<file path="src/rtl/larpix_readout_pkg.sv">
// Shared constants and types for the ADC readout arbiter.
package larpix_readout_pkg;

  localparam int NUMCHANNELS = 64;
  localparam int ADCBITS     = 10;
  localparam int TS_W        = 24;
  localparam int CHAN_ID_W   = 6;
  localparam int FIFO_W      = CHAN_ID_W + ADCBITS + TS_W;

  // Arbiter sequencing: pick a channel, push its word, give the channel a cycle to drop done.
  typedef enum logic [1:0] {
    ST_IDLE  = 2'd0,
    ST_ISSUE = 2'd1,
    ST_ACK   = 2'd2
  } arb_state_e;

  // Layout of one word pushed into the shared FIFO (MSB first).
  typedef struct packed {
    logic [CHAN_ID_W-1:0] chan_id;
    logic [ADCBITS-1:0]   adc;
    logic [TS_W-1:0]      ts;
  } fifo_word_t;

endpackage

</file>
<file path="src/rtl/rr_priority_encoder.sv">
// Round-robin search: first set request strictly after last_grant, wrapping to 0.
module rr_priority_encoder #(
  parameter int N     = 64,
  parameter int IDX_W = 6
) (
  input  logic [N-1:0]     req,
  input  logic [IDX_W-1:0] last_grant,
  output logic [IDX_W-1:0] grant_idx,
  output logic             valid
);

  // Scan N positions starting one above the previous winner; the first hit wins.
  always_comb begin
    grant_idx = '0;
    valid     = 1'b0;
    for (int k = 1; k <= N; k++) begin
      logic [IDX_W-1:0] idx;
      idx = IDX_W'((int'(last_grant) + k) % N);
      if (!valid && req[idx]) begin
        grant_idx = idx;
        valid     = 1'b1;
      end else begin
        grant_idx = grant_idx;
      end
    end
  end

endmodule

</file>
<file path="src/rtl/adc_readout_arbiter.sv">
// Round-robin arbiter moving per-channel ADC words into one shared FIFO.
// Words are captured when a channel is selected and written unchanged later,
// so input changes during the write handshake cannot disturb a pending word.
module adc_readout_arbiter #(
  parameter int NUMCHANNELS = larpix_readout_pkg::NUMCHANNELS,
  parameter int ADCBITS     = larpix_readout_pkg::ADCBITS,
  parameter int TS_W        = larpix_readout_pkg::TS_W
) (
  input  logic                                              clk,
  input  logic                                              reset_n,
  input  logic [NUMCHANNELS-1:0]                            done,
  input  logic [ADCBITS*NUMCHANNELS-1:0]                    dout,
  input  logic [NUMCHANNELS-1:0]                            channel_mask,
  input  logic [TS_W-1:0]                                   timestamp,
  input  logic                                              fifo_full,
  output logic                                              fifo_wr_en,
  output logic [larpix_readout_pkg::CHAN_ID_W+ADCBITS+TS_W-1:0] fifo_wr_data,
  output logic [NUMCHANNELS-1:0]                            ack,
  output logic [15:0]                                       stall_count
);

  import larpix_readout_pkg::*;

  localparam int IDX_W = $clog2(NUMCHANNELS);
  localparam int DW    = CHAN_ID_W + ADCBITS + TS_W;

  arb_state_e              state_r;
  arb_state_e              state_next_s;
  logic [NUMCHANNELS-1:0]  eligible_s;
  logic [IDX_W-1:0]        rr_idx_s;
  logic                    rr_valid_s;
  logic                    capture_s;
  logic                    write_s;
  logic                    stall_inc_s;
  logic [IDX_W-1:0]        grant_r;
  logic [IDX_W-1:0]        last_grant_r;
  logic [ADCBITS-1:0]      adc_r;
  logic [TS_W-1:0]         ts_r;
  logic                    fifo_wr_en_r;
  logic [DW-1:0]           fifo_wr_data_r;
  logic [NUMCHANNELS-1:0]  ack_r;
  logic [15:0]             stall_r;

  assign eligible_s = done & ~channel_mask;

  rr_priority_encoder #(
    .N     (NUMCHANNELS),
    .IDX_W (IDX_W)
  ) u_rr (
    .req        (eligible_s),
    .last_grant (last_grant_r),
    .grant_idx  (rr_idx_s),
    .valid      (rr_valid_s)
  );

  // State register.
  always_ff @(posedge clk or negedge reset_n) begin
    if (!reset_n) begin
      state_r <= ST_IDLE;
    end else begin
      state_r <= state_next_s;
    end
  end

  // Next-state decode and per-cycle action strobes.
  always_comb begin
    state_next_s = state_r;
    capture_s    = 1'b0;
    write_s      = 1'b0;
    stall_inc_s  = 1'b0;
    case (state_r)
      ST_IDLE: begin
        if (rr_valid_s) begin
          capture_s    = 1'b1;
          state_next_s = ST_ISSUE;
        end else begin
          state_next_s = ST_IDLE;
        end
      end
      ST_ISSUE: begin
        if (!fifo_full) begin
          write_s      = 1'b1;
          state_next_s = ST_ACK;
        end else begin
          stall_inc_s  = 1'b1;
          state_next_s = ST_ISSUE;
        end
      end
      ST_ACK: begin
        state_next_s = ST_IDLE;
      end
      default: begin
        state_next_s = ST_IDLE;
      end
    endcase
  end

  // Capture the selected channel's word and drive the registered write/ack outputs.
  always_ff @(posedge clk or negedge reset_n) begin
    if (!reset_n) begin
      grant_r        <= '0;
      last_grant_r   <= IDX_W'(NUMCHANNELS - 1);
      adc_r          <= '0;
      ts_r           <= '0;
      fifo_wr_en_r   <= 1'b0;
      fifo_wr_data_r <= '0;
      ack_r          <= '0;
    end else begin
      if (capture_s) begin
        grant_r <= rr_idx_s;
        adc_r   <= dout[int'(rr_idx_s)*ADCBITS +: ADCBITS];
        ts_r    <= timestamp;
      end
      fifo_wr_en_r <= write_s;
      ack_r        <= write_s ? ({{(NUMCHANNELS-1){1'b0}}, 1'b1} << grant_r) : '0;
      if (write_s) begin
        fifo_wr_data_r <= {CHAN_ID_W'(grant_r), adc_r, ts_r};
        last_grant_r   <= grant_r;
      end
    end
  end

  // Saturating count of cycles a captured word waited on a full FIFO.
  always_ff @(posedge clk or negedge reset_n) begin
    if (!reset_n) begin
      stall_r <= 16'd0;
    end else if (stall_inc_s && (stall_r != 16'hFFFF)) begin
      stall_r <= stall_r + 16'd1;
    end
  end

  assign fifo_wr_en   = fifo_wr_en_r;
  assign fifo_wr_data = fifo_wr_data_r;
  assign ack          = ack_r;
  assign stall_count  = stall_r;

endmodule

</file>
<file path="config.mk">
export PLATFORM = sky130hd
export DESIGN_NAME = adc_readout_arbiter
export DESIGN_NICKNAME = d
export VERILOG_FILES = /design/src/rtl/larpix_readout_pkg.sv /design/src/rtl/rr_priority_encoder.sv /design/src/rtl/adc_readout_arbiter.sv
export SDC_FILE = /design/constraint.sdc
export NUM_CORES = 1
export LEC_CHECK = 0
export CORE_AREA = 3 3 350 352
export DETAILED_ROUTE_END_ITERATION = 12
export DIE_AREA = 0 0 353 355
export DONT_BUFFER_PORTS = 1
export PLACE_DENSITY = 0.32
export SYNTH_ARGS = -nofsm -noshare
export SYNTH_HDL_FRONTEND = slang
export SYNTH_HIERARCHICAL = 1
export SYNTH_SLANG_ARGS = --single-unit
</file>
<file path="constraint.sdc">
create_clock -name clk -period 8.9 [get_ports clk]
set_input_delay 0.89 -clock clk [delete_from_list [all_inputs] [get_ports clk]]
set_output_delay 0.89 -clock clk [all_outputs]
set_load 0.05 [all_outputs]
</file>
==> summary.md <==
- **run status** complete, no violations
- **number of global-route vias before repair** 26.7k
- **Seq cells post-synth** 169
- **total grt overflow** 0
- **cts bufs inserted** 17
- **clock transition at the registers of the reported paths** 0.10 ns
- **starting density of the core** 0.210
- **final sum of negative setup slack** 0 ns
- **number of rows created at floorplan** 127
- **Post-Route WL** 199 mm
- **fin. max-slew vios** 0
- **crit start category** flip-flop
- **per-instance average area after synthesis** 9.20 um2
- **number of warnings reported in the yosys synthesis log** 6
- **share of the yosys chip area belonging to registers** 0.168
- **die area** 125000 um2
- **clock skew** 0.0337 ns
- **share of cells above drive strength 1** 0.294
- **signed area change from the synthesized netlist to the final layout** 20.4%
- **number of hold-repair buffers added at the cts stage** 0
- **wire length per cell** 43.1 um
- **ratio of routed vias to standard cells** 6.10
- **setup repair after global routing missed its margin** false
- **Die X-Extent** 353 um
- **measured slew at the worst slew-check pin** 1.06 ns
- **post-synth net total** 3552
- **final weighted congestion of routability-driven global placement** 1.04
- **number of different library cells in the post-synthesis netlist** 105
- **CTS Root Cell** sky130_fd_sc_hd__clkbuf_16
- **clock net sink count** 169
- **utilization after layout** 0.253
- **Max Clock Freq** 116 MHz
- **Final Hold Violating Endpoints** 0
- **Port Buf Inserts** 0
- **crit path max fanout** 26
- **cell area after placement** 29400 um2
- **Worst setup EP type** flip-flop
- **kind of path behind the tightest hold check** input port to async pin
- **ranking of synthesized cells by area** sky130_fd_sc_hd__mux4_2 29%, sky130_fd_sc_hd__dfrtp_1 16%, sky130_fd_sc_hd__nand2_1 6.8%, sky130_fd_sc_hd__mux2i_1 6.0%, sky130_fd_sc_hd__nor2_1 3.0%
- **global-route wire length before repair** 258 mm
- **largest stage delay on the critical path** 0.77 ns
- **number of I/O pins** 916
- **final period demand of the worst path** 8.64 ns
- **clock tree from TritonCTS** yes
- **kind of cell with the highest combined delay on the critical path** compound AO/OA/AOI/OAI gates
- **worst rel slew slack** 0.275
- **initial detailed-routing violation count** 3715
- **Critical Path RT** 9.26 ns
- **vias post-DR** 28.2k
- **post-synth top area cell** sky130_fd_sc_hd__mux4_2
- **Post-Synthesis Cell Area** 25200 um2
- **classification of the worst setup path** flip-flop to flip-flop
- **fin area** 30300 um2
- **count leader, synth** sky130_fd_sc_hd__nand2_1
- **Slowest cell on crit path** sky130_fd_sc_hd__dfstp_4
- **setup violators final** 0
- **Final Cycle Share** 0.971
- **total routing usage reported by global routing** 0.302
- **Total Nets Final** 3744
- **detailed placement HPWL** 170 mm
- **number of flops mapped to enable cells by yosys** 0
- **antenna-violating nets left** 0
- **CP most frequent cell** sky130_fd_sc_hd__buf_4
- **launch point of the worst reg-to-reg path** last_grant_r[0]$_DFFE_PN1P_
- **total number of H-tree levels** 4
- **antenna violations before repair** 90
- **Top FF cell, synth** sky130_fd_sc_hd__dfrtp_1
- **largest net degree at the start of global routing** 170
- **Commonest cells post-synth** 453 x sky130_fd_sc_hd__nand2_1, 319 x sky130_fd_sc_hd__mux4_2, 204 x sky130_fd_sc_hd__nor2_1, 163 x sky130_fd_sc_hd__dfrtp_1, 152 x sky130_fd_sc_hd__mux2i_1
- **Max clock buf depth** 2
- **Core Region** 120000 um2
- **number of buffers and inverters on the critical path** 9
- **source-to-sink clock delay at the later pin of the worst-skew pair** 0.47 ns
- **Die Y** 355 um
- **max cap viols** 0
- **first drt pass iteration count** 6
- **share of the synthesized area in the top cell type** 0.285
- **CP arrival** 9.00 ns
- **crit path from** last_grant_r[0]$_DFFE_PN1P_
- **number of cells produced by synthesis** 2738
- **count of unresolved DRC violations after routing** 0
- **share of synthesized flip-flops with an asynchronous set or reset** 1.00
## logic make-up (layout without fill, tap and decap cells)
family,Yosys count,in the layout,share of synthesized area
DFF,169,169,0.168
AOI/OAI and AO/OA,501,501,0.143
adders and majority gates,19,19,0.00944
buffers and inverters,254,459,0.0469
xor gates and xnor gates,83,83,0.0289
and+or+nand+nor,1175,1175,0.226
other,0,57,0
muxes,537,537,0.378
## path summary, 6_finish.rpt
check                           slack, ns  cells after the start                      endpoint
worst min-delay path                 0.12                      0  fifo_wr_data[18]$_DFFE_PN0P_
max in group asynchronous            8.40                      0   last_grant_r[5]$_DFFE_PN1P_
worst min register to register       0.46                      2   fifo_wr_data[5]$_DFFE_PN0P_
worst max-delay path                 0.26                     29          adc_r[2]$_DFFE_PN0P_
worst max register to register       0.26                     29          adc_r[2]$_DFFE_PN0P_
min in group clk                     0.46                      2   fifo_wr_data[5]$_DFFE_PN0P_
## worst reg2reg max path, delay by kind of cell (launching register included)
family                   cells  cell delay (ns)
multiplexers                 4             1.96
AO/OA/AOI/OAI                8             1.95
buffers and inverters        9             1.84
adder cells (fa/ha/maj)      1             0.53
AND/OR/NAND/NOR              7             1.47
flip-flops                   1             0.77
## routing by layer
layer	track usage	up-vias	routed length, um
met3	0.0816	302	18300
met5	0	-	148
li1	-	11100	-
met1	0.400	14700	82800
met2	0.469	2009	88800
met4	0.115	22	8770
## registers in the layout, indices dropped and copies added, names as in the netlist
| register | count |
|---|---|
| ack | 64 |
| fifo_wr_data | 40 |
| ts_r | 24 |
| stall_count | 16 |
| adc_r | 10 |
| grant_r | 6 |
| last_grant_r | 6 |
| state_r | 2 |
| fifo_wr_en | 1 |
## cell type report
class | count | area (um2)
sequential | 169 | 4250
tap | 1612 | 2020
antenna | 57 | 143
clock inverter | 15 | 218
clock buffer | 17 | 425
timing repair buffer | 372 | 3080
multi-input combinational | 2315 | 20000
inverter | 55 | 206
fill | 13000 | 89300
## repair_timing
item                                    in CTS  in global routing
resized for setup                            2                 12
cloned                                       0                  1
endpoints found under the setup margin       5                 10
buffers inserted                             0                  0
## placed cells by master, fill, tap and decap left out, types with 26 or more instances in the layout
cell type                  instances
sky130_fd_sc_hd__nand4_1          50
sky130_fd_sc_hd__nor4_1           31
sky130_fd_sc_hd__o21ai_0          66
sky130_fd_sc_hd__and2_1           28
sky130_fd_sc_hd__nand3_1         113
sky130_fd_sc_hd__nor2b_1          93
sky130_fd_sc_hd__buf_4           350
sky130_fd_sc_hd__a211oi_1         40
sky130_fd_sc_hd__xnor2_1          60
sky130_fd_sc_hd__nor3_1           53
sky130_fd_sc_hd__a22oi_1          39
sky130_fd_sc_hd__nor2_1          204
sky130_fd_sc_hd__nand2_1         453
sky130_fd_sc_hd__mux2i_1         151
sky130_fd_sc_hd__mux4_2          319
sky130_fd_sc_hd__o211ai_1         26
sky130_fd_sc_hd__mux2_2           61
sky130_fd_sc_hd__a21oi_1          92
sky130_fd_sc_hd__inv_1            49
sky130_fd_sc_hd__dfrtp_1         163
sky130_fd_sc_hd__diode_2          57
## stage by stage
step | hold WS, ns | cells | worst slack [ns]
final | 0.115 | 4612 | 0.262
after global routing | 0.0892 | 4572 | 0.0151
after CTS | 0.0995 | 4553 | 0.0935
after detailed placement | 0.451 | 4521 | -0.0752
after global placement | 0.447 | 4521 | -0.0112
after floorplan | 0.439 | 2738 | 0.326
Power is not shown: default switching activity piles up to over one toggle a cycle in this logic, so the estimate is an artifact.
